File: src/rtl/hit_timestamp_fifo.sv
// Timestamps pin_capt hit strobes with a free-running coarse counter and epoch parity,
// and buffers hit and epoch-marker words in a first-word-fall-through FIFO.
module hit_timestamp_fifo #(
  parameter int unsigned COARSE_W = 12,
  parameter int unsigned DEPTH    = 16
) (
  input  logic                         clk300,
  input  logic                         rst,
  input  logic                         str,
  input  logic [2:0]                   ptime,
  input  logic                         sync_in,
  output logic                         out_valid,
  input  logic                         out_ready,
  output logic [COARSE_W+4:0]          out_data,
  output logic [$clog2(DEPTH):0]       fifo_level,
  output logic                         overflow,
  output logic [15:0]                  drop_count
);

  localparam int unsigned DATA_W  = COARSE_W + 5;
  localparam int unsigned EPOCH_W = DATA_W - 1;
  localparam int unsigned AW      = $clog2(DEPTH);
  localparam int unsigned LW      = AW + 1;

  typedef enum logic [1:0] {WR_IDLE, WR_HIT, WR_MARKER} wr_sel_e;

  logic [COARSE_W-1:0] coarse_q;
  logic [EPOCH_W-1:0]  epoch_q;
  logic                wrap_q;
  logic                marker_pend_q;
  logic                hit_vld_q;
  logic [DATA_W-1:0]   hit_word_q;
  logic [DATA_W-1:0]   mem_q [DEPTH];
  logic [AW:0]         wr_ptr_q, rd_ptr_q;
  logic [AW:0]         rd_ptr_d;
  logic [LW-1:0]       level_q;
  logic                out_valid_q;
  logic [DATA_W-1:0]   out_data_q;
  logic                overflow_q;
  logic [15:0]         drop_count_q;

  logic                wrap, full, rd_fire, room, hit_drop, wr_en, head_vis;
  wr_sel_e             wr_sel;
  logic [DATA_W-1:0]   wr_word;

  // Write arbitration: a registered hit always beats the pending marker.
  always_comb begin
    wrap     = (coarse_q == '1);
    full     = (wr_ptr_q[AW] != rd_ptr_q[AW]) && (wr_ptr_q[AW-1:0] == rd_ptr_q[AW-1:0]);
    rd_fire  = out_valid_q & out_ready;
    room     = !full || rd_fire;
    wr_sel   = WR_IDLE;
    if (hit_vld_q) begin
      if (room) wr_sel = WR_HIT;
    end else if (marker_pend_q && room) begin
      wr_sel = WR_MARKER;
    end
    hit_drop = hit_vld_q && !room;
    wr_en    = (wr_sel != WR_IDLE);
    wr_word  = (wr_sel == WR_MARKER) ? {1'b1, epoch_q} : hit_word_q;
    rd_ptr_d = rd_ptr_q + (AW+1)'(rd_fire);
    // Only words written before this edge become visible at the output.
    head_vis = (rd_ptr_d != wr_ptr_q);
  end

  always_ff @(posedge clk300) begin
    if (wr_en) mem_q[wr_ptr_q[AW-1:0]] <= wr_word;
  end

  always_ff @(posedge clk300 or posedge rst) begin
    if (rst) begin
      coarse_q      <= '0;
      epoch_q       <= '0;
      wrap_q        <= 1'b0;
      marker_pend_q <= 1'b0;
      hit_vld_q     <= 1'b0;
      hit_word_q    <= '0;
      wr_ptr_q      <= '0;
      rd_ptr_q      <= '0;
      level_q       <= '0;
      out_valid_q   <= 1'b0;
      out_data_q    <= '0;
      overflow_q    <= 1'b0;
      drop_count_q  <= '0;
    end else begin
      hit_vld_q <= str;
      if (str) hit_word_q <= {1'b0, epoch_q[0], coarse_q, ptime};

      coarse_q <= sync_in ? '0 : coarse_q + COARSE_W'(1);
      if (sync_in)   epoch_q <= '0;
      else if (wrap) epoch_q <= epoch_q + EPOCH_W'(1);
      wrap_q <= wrap && !sync_in;

      // Marker becomes eligible one cycle after the wrap, behind the hit pipeline.
      if (sync_in)                    marker_pend_q <= 1'b0;
      else if (wrap_q)                marker_pend_q <= 1'b1;
      else if (wr_sel == WR_MARKER)   marker_pend_q <= 1'b0;

      if (wr_en) wr_ptr_q <= wr_ptr_q + (AW+1)'(1);
      rd_ptr_q <= rd_ptr_d;
      if (wr_en && !rd_fire)      level_q <= level_q + LW'(1);
      else if (!wr_en && rd_fire) level_q <= level_q - LW'(1);

      out_valid_q <= head_vis;
      if (head_vis) out_data_q <= mem_q[rd_ptr_d[AW-1:0]];

      if (hit_drop) begin
        overflow_q <= 1'b1;
        if (drop_count_q != 16'hFFFF) drop_count_q <= drop_count_q + 16'd1;
      end
    end
  end

  assign out_valid  = out_valid_q;
  assign out_data   = out_data_q;
  assign fifo_level = level_q;
  assign overflow   = overflow_q;
  assign drop_count = drop_count_q;

endmodule

File: config.mk
export PLATFORM = sky130hd
export DESIGN_NAME = hit_timestamp_fifo
export DESIGN_NICKNAME = d
export VERILOG_FILES = /design/src/rtl/hit_timestamp_fifo.sv
export SDC_FILE = /design/constraint.sdc
export NUM_CORES = 1
export LEC_CHECK = 0
export ABC_CLOCK_PERIOD_IN_PS = 6890
export BUFFER_PORTS_ARGS = -buffer_cell sky130_fd_sc_hd__buf_2
export CAP_MARGIN = 20
export CORE_MARGIN = 4
export CORE_UTILIZATION = 30
export CTS_CLUSTER_SIZE = 40
export DETAILED_ROUTE_END_ITERATION = 12
export PLACE_DENSITY = 0.42
export SLEW_MARGIN = 20
export SYNTH_ARGS = -nofsm -noshare
export SYNTH_HDL_FRONTEND = slang
export SYNTH_SLANG_ARGS = --single-unit
File: constraint.sdc
create_clock -name clk300 -period 6.89 [get_ports clk300]
set_input_delay 0 -clock clk300 [delete_from_list [all_inputs] [get_ports clk300]]
set_output_delay 0 -clock clk300 [all_outputs]
set_load 0.03 [all_outputs]
; ---- Word level (Yosys, flattened, before mapping)
; Memory sizes are Yosys's and may differ from the RTL's. A register that Yosys moved wholly into a read port is not among the register bits.
; Cells that the tools add are included.
; Widths: inputs -> output; s select.
[op_classes]
add_sub_neg = 7
eq_ne = 6
muxes = 14
bitwise = 1
n_reduce_logical = 17
[op_table]
columns = op, count
row1 = $add 16x1->16 const B, 2
row2 = $mux 16, 2
row3 = $mux 17, 1
row4 = $ne 16x16->1 const B, 1
row5 = $add 12x1->12 const B, 1
row6 = $eq 12x12->1 const B, 1
row7 = $mux 12, 1
row8 = $add 5x1->5 const B, 2
row9 = $mux 5, 2
row10 = $logic_and 1x1->1, 6
row11 = $mux 1, 6
row12 = $reduce_bool 2->1, 3
row13 = $add 5x1->5, 1
row14 = $logic_not 1->1, 5
row15 = $ne 5x5->1, 1
row16 = $sub 5x1->5 const B, 1
row17 = $eq 4x4->1, 1
row18 = $mux 2, 2
row19 = $reduce_bool 3->1, 1
row20 = $eq 2x2->1 const B, 1
row21 = $reduce_and 2->1, 1
row22 = $and 1x1->1, 1
row23 = $logic_or 1x1->1, 1
row24 = $ne 1x1->1, 1
[totals]
ff_bits = 80
ram_bits = 272
in_bits = 8
out_inout_bits = 40
word_cells = 58
mem_count = 1
[mem_list]
columns = name, words, width, read_ports, rd_ports_with_merged_regs, wr, line
row1 = mem_q, 16, 17, 1, 1, 1, 33  ; logic [DATA_W-1:0] mem_q [DEPTH];

; ---- Logic depth before layout (Yosys ltp)
[logic_depth]
ltp_word = 12
ltp_mapped = 14
depth_no_buf = 11

; ---- Worst setup path before layout
; Ideal clock, no wire load.
[synth_path]
path_kind = register to register
from = reg wr_ptr_q[3]
to = reg level_q[4] (netlist: fifo_level[4])
setup_ns = 0.080
t_arrival_ns = 2.836
required_time_ns = 6.810
setup_slack_ns = 3.974
stages_incl_launch_ff = 15
n_path_buf = 3
period_less_slack_ns = 2.916
path_cell_list = dfrtp_1 > buf_4 > xnor2_1 > nand4_2 > o22a_2 > clkbuf_1 > clkbuf_1 > ha_1 > inv_1 > ha_1 > nor2b_1 > o21a_1 > or3_1 > a21oi_1 > xor2_1
[synth_between]
elab_chain_len = 11
elab_cells_between_ends = 14
cone_classes = eq/ne (1) / mux (4) / reduce/logical (9)
[synth_rtl]
columns = element, line
row1 = "start, declared", 34  ; logic [AW:0] wr_ptr_q, rd_ptr_q;
row2 = "start signal, assigned", 99  ; if (wr_en) wr_ptr_q <= wr_ptr_q + (AW+1)'(1);
row3 = $eq 4x4->1 (*), 49  ; full = (wr_ptr_q[AW] != rd_ptr_q[AW]) && (wr_ptr_q[AW-1:0] == rd_ptr_q[AW-1:0]);
row4 = $logic_and 1x1->1 (*), 49
row5 = $logic_not 1->1 (*), 51  ; room = !full || rd_fire;
row6 = $logic_or 1x1->1 (*), 51
row7 = $logic_and 1x1->1, 55  ; end else if (marker_pend_q && room) begin
row8 = $mux 2, 55
row9 = $mux 2 (*), 53  ; if (hit_vld_q) begin
row10 = $reduce_bool 2->1 (*), 59  ; wr_en = (wr_sel != WR_IDLE);
row11 = $logic_not 1->1, 102  ; else if (!wr_en && rd_fire) level_q <= level_q - LW'(1);
row12 = $logic_and 1x1->1, 102
row13 = $reduce_bool 2->1 (no source line), n/a
row14 = "end signal, assigned", 101  ; if (wr_en && !rd_fire) level_q <= level_q + LW'(1);
row15 = "end signal, assigned", 102
row16 = "end, declared", 36  ; logic [LW-1:0] level_q;
; Every way passes the cells marked *; elsewhere a longest branch is shown, timed or not.
; A chain may end at the register's enable or synchronous reset.

; ---- Worst setup path in the final report
[layout_path]
from = reg out_valid_q (netlist: out_valid)
to = reg out_data_q[0] (netlist: out_data[0]), read port of mem_q
[layout_between]
elab_chain_len = 3
[layout_rtl]
columns = element, line
row1 = "start, declared", 37  ; logic out_valid_q;
row2 = "start signal, assigned", 104  ; out_valid_q <= head_vis;
row3 = $and 1x1->1 (*), 50  ; rd_fire = out_valid_q & out_ready;
row4 = $add 5x1->5 (*), 61  ; rd_ptr_d = rd_ptr_q + (AW+1)'(rd_fire);
row5 = named net rd_ptr_d[0], 35  ; logic [AW:0] rd_ptr_d;
row6 = $ne 5x5->1, 63  ; head_vis = (rd_ptr_d != wr_ptr_q);
row7 = "end, declared", 38  ; logic [DATA_W-1:0] out_data_q;
; Mark *: on every way through the listed nets, which the timed path passes. The rest lies on a longest branch.

==> results_dict.tcl <==
set metrics [dict create \
    cts_buffers 42 \
    path_cells "nand2_1, inv_1, ha_4, buf_4, mux4_2, and2_0, a211oi_1, a31oi_1, mux2_2" \
    initial_core_util_pct 30.6 \
    die_w_um 232 \
    leakage_nw 6.33 \
    grt_pass1_vias 8278 \
    die_area_um2 53800 \
    max_slew_margin_pct 30.4 \
    cp_slowest_cell "ha_4" \
    syn_avg_cell_area_um2 17.4 \
    setup_viol_count_final 0 \
    p_per_area_nw_per_um2 433 \
    drt-total-wl_mm 36.0 \
    busiest_layer "met2" \
    io_pins 48 \
    finalPower_mw 7.59 \
    synth-seq-cells 369 \
    synthesis.nets 886 \
    synthTopCellsByArea "edfxtp_1 54%, dfrtp_1 16%, mux4_2 10%, mux2_2 3.8%, xor2_1 1.9%" \
    grt_use_met1_pct 18.7 \
    drtIter0Drc 606 \
    grtUsageTotal_pct 13.5 \
    yosysTopAreaCellShare_pct 54.3 \
    cts.sinks 369 \
    synthArstFlopShare_pct 26.3 \
    diodes 0 \
    cts_tree "done" \
    rows 81 \
    peakVddDrop_v 0.000253 \
    insertion_delay_ns 0.55 \
    cp_slowest_stage_delay_ns 0.83 \
    fin_crit_ns 3.57 \
    ys.flop_type "edfxtp_1" \
    area_growth_pct 16.4 \
    met2_usage_pct 22.3 \
    grt.overflow.total 0 \
    dpl.hpwl_mm 20.7 \
    grt_max_degree 54 \
    synth_top_area_cell "edfxtp_1" \
    cp_max_fo 40 \
    post-route-period-util_pct 51.8 \
    fin_nets 967 \
    hold_viol 0 \
    clk_pin_slew_worst_paths_ns 0.06 \
    met3_usage_pct 2.06 \
    synth_seq_area_share_pct 70.4 \
    max_freq_mhz 280 \
    crit_required_ns 7.31 \
    tns_ns 0 \
    cts_max_level 2 \
    fin_skew_ns 0.0148 \
    timing.final.max_slew_violations 0 \
    grt_pass1_wl_mm 54.2 \
    maxCapViolCount 0 \
    syn_inst 863 \
    netlist_top_cells_count "272 x edfxtp_1, 97 x dfrtp_1, 68 x mux4_2" \
    yosysUniqueCellTypes 46 \
    critPathLaunchType "register" \
    rsz0062_at_grt "false" \
    first_pass_iters 4 \
    path_buf_inv 2 \
    final_layout_size_suffix_gt1_share_pct 26.4 \
    vias 7688 \
    syn_area_um2 15100 \
    post-route-drc-count 0 \
    core_area_um2 49300 \
    place.gp.congestion 0.696 \
    outcome "complete, no violations" \
    synth_edf_count 272 \
    io_buffer_count 47 \
    drtAntennaViolNets 0 \
    postCtsSetupBuffers 0 \
    post-synth-top-count-cell "edfxtp_1" \
    synth_warnings 0 \
    cp-end-kind "register" \
    cp.arrival_ns 3.99 \
    clock_path_buffers 3 \
    tightestPinTransition_ns 1.04 \
    antenna_found_initial 0 \
    hp-class "primary input to async pin" \
    cp_top_family "multiplexers" \
    die_y_um 232 \
    viasPerCell 4.68 \
    root_buffer "clkbuf_16" \
    worstSetupPathType "register to register" \
    wl_per_cell_um 21.9 \
]
## area by class of cell
cell class / instances / area (um^2)
fill: 4727 / 31700
timing repair buffer: 78 / 488
sequential: 369 / 10600
clock buffer: 65 / 1210
inverter: 15 / 58.8
multi-input combinational: 438 / 4250
clock inverter: 12 / 78.8
tap: 664 / 831
## layout by cell type, fill, tap and decap left out, types with 4 or more instances in the layout
cell type      netlist  layout
edfxtp_1           272     272
a31oi_1             17      17
and2_1              16      16
clkinv_2             0       6
mux2_2              51      51
or3_1                5       5
nand4_1              8       8
dfrtp_1             97      97
o21ai_0              5       5
mux4_2              68      68
nor2b_1              4       4
clkbuf_1            22      19
nand3_1             19      19
a21oi_1              4       4
a211oi_1            17      17
xor2_1              32      32
nand2_1             58      58
and4_1               4       4
buf_2               13      47
nor3_1              13      12
buf_4                2      23
xnor2_1             24      24
nor4_1               4       4
clkbuf_16            0      45
nor2_1              34      34
ha_1                14      12
and3_1              20      20
dlygate4sd3_1        0       8
inv_1               15      14
clkinv_1             0       5
## worst paths after layout
check	end	slack, ns	start	cells after the start
worst min-delay path	drop_count[3]$_DFFE_PP0P_	0.11	rst	3
min in group clk300	fifo_level[0]$_DFFE_PP0P_	0.11	out_ready	4
worst min register to register	marker_pend_q$_DFFE_PP0P_	0.46	wrap_q$_DFF_PP0_	2
worst max-delay path	out_data[0]$_DFFE_PP0P_	3.32	out_valid$_DFF_PP0_	9
max in group asynchronous	out_data[8]$_DFFE_PP0P_	5.59	rst	4
worst max register to register	out_data[0]$_DFFE_PP0P_	3.32	out_valid$_DFF_PP0_	9
## logic make-up (layout without fill, tap and decap cells)
family                     count (synthesis)  count (layout)  share of synthesized area [%]
muxes                                    120             120                           14.1
xor gates and xnor gates                  59              59                           3.58
AOI/OAI and AO/OA                         46              46                           2.05
DFF                                      369             369                           70.4
buffers and inverters                     56             170                           1.71
and+or+nand+nor                          198             198                           6.90
adders and majority gates                 15              15                           1.30
## worst reg2reg max path, stage by stage (launching register included)
cell and delay, ns:
dfrtp_1 0.37, nand2_1 0.11, inv_1 0.08, ha_4 0.83
buf_4 0.72, mux4_2 0.60, and2_0 0.16, a211oi_1 0.22
a31oi_1 0.07, mux2_2 0.29
## sequential cells by signal, indices dropped and copies added (netlist names), 5 cells and up
signal,cells
epoch_q,16
coarse_q,12
drop_count,16
fifo_level,5
rd_ptr_q,5
mem_q,272
hit_word_q,16
out_data,17
wr_ptr_q,5
## routing by layer
metal	part of all wire, %	up-vias
met5	0	-
met4	1.8	0
met3	3.1	49
met2	48	100
met1	47	4051
li1	-	3488
## report_power, final
part | leakage [nW] | switching (mW) | internal [mW] | total [mW]
Combinational | 1.94 | 1.46 | 1.18 | 2.64
Clock | 0.630 | 0.872 | 1.24 | 2.12
Sequential | 3.76 | 0.150 | 2.68 | 2.83
## repair_timing
item	CTS	global route
hold buffers	8	0
endpoints found under the hold margin	88	0
gates resized for setup	0	0
## through the flow
| step | setup WS, ns | area (um^2) | utilization [%] | std cells | hold slack [ns] |
|---|---|---|---|---|---|
| after floorplan | 3.97 | 15100 | - | 863 | 0.0314 |
| after global placement | 3.27 | 16100 | 32.8 | 1556 | 0.165 |
| after detailed placement | 3.25 | 16100 | 32.8 | 1556 | 0.168 |
| after CTS | 3.22 | 17500 | 35.6 | 1641 | 0.0832 |
| after global routing | 2.93 | 17500 | 35.6 | 1641 | 0.165 |
| final | 3.32 | 17500 | 35.6 | 1641 | 0.107 |
No activity file was read; power rests on OpenSTA's default activity.
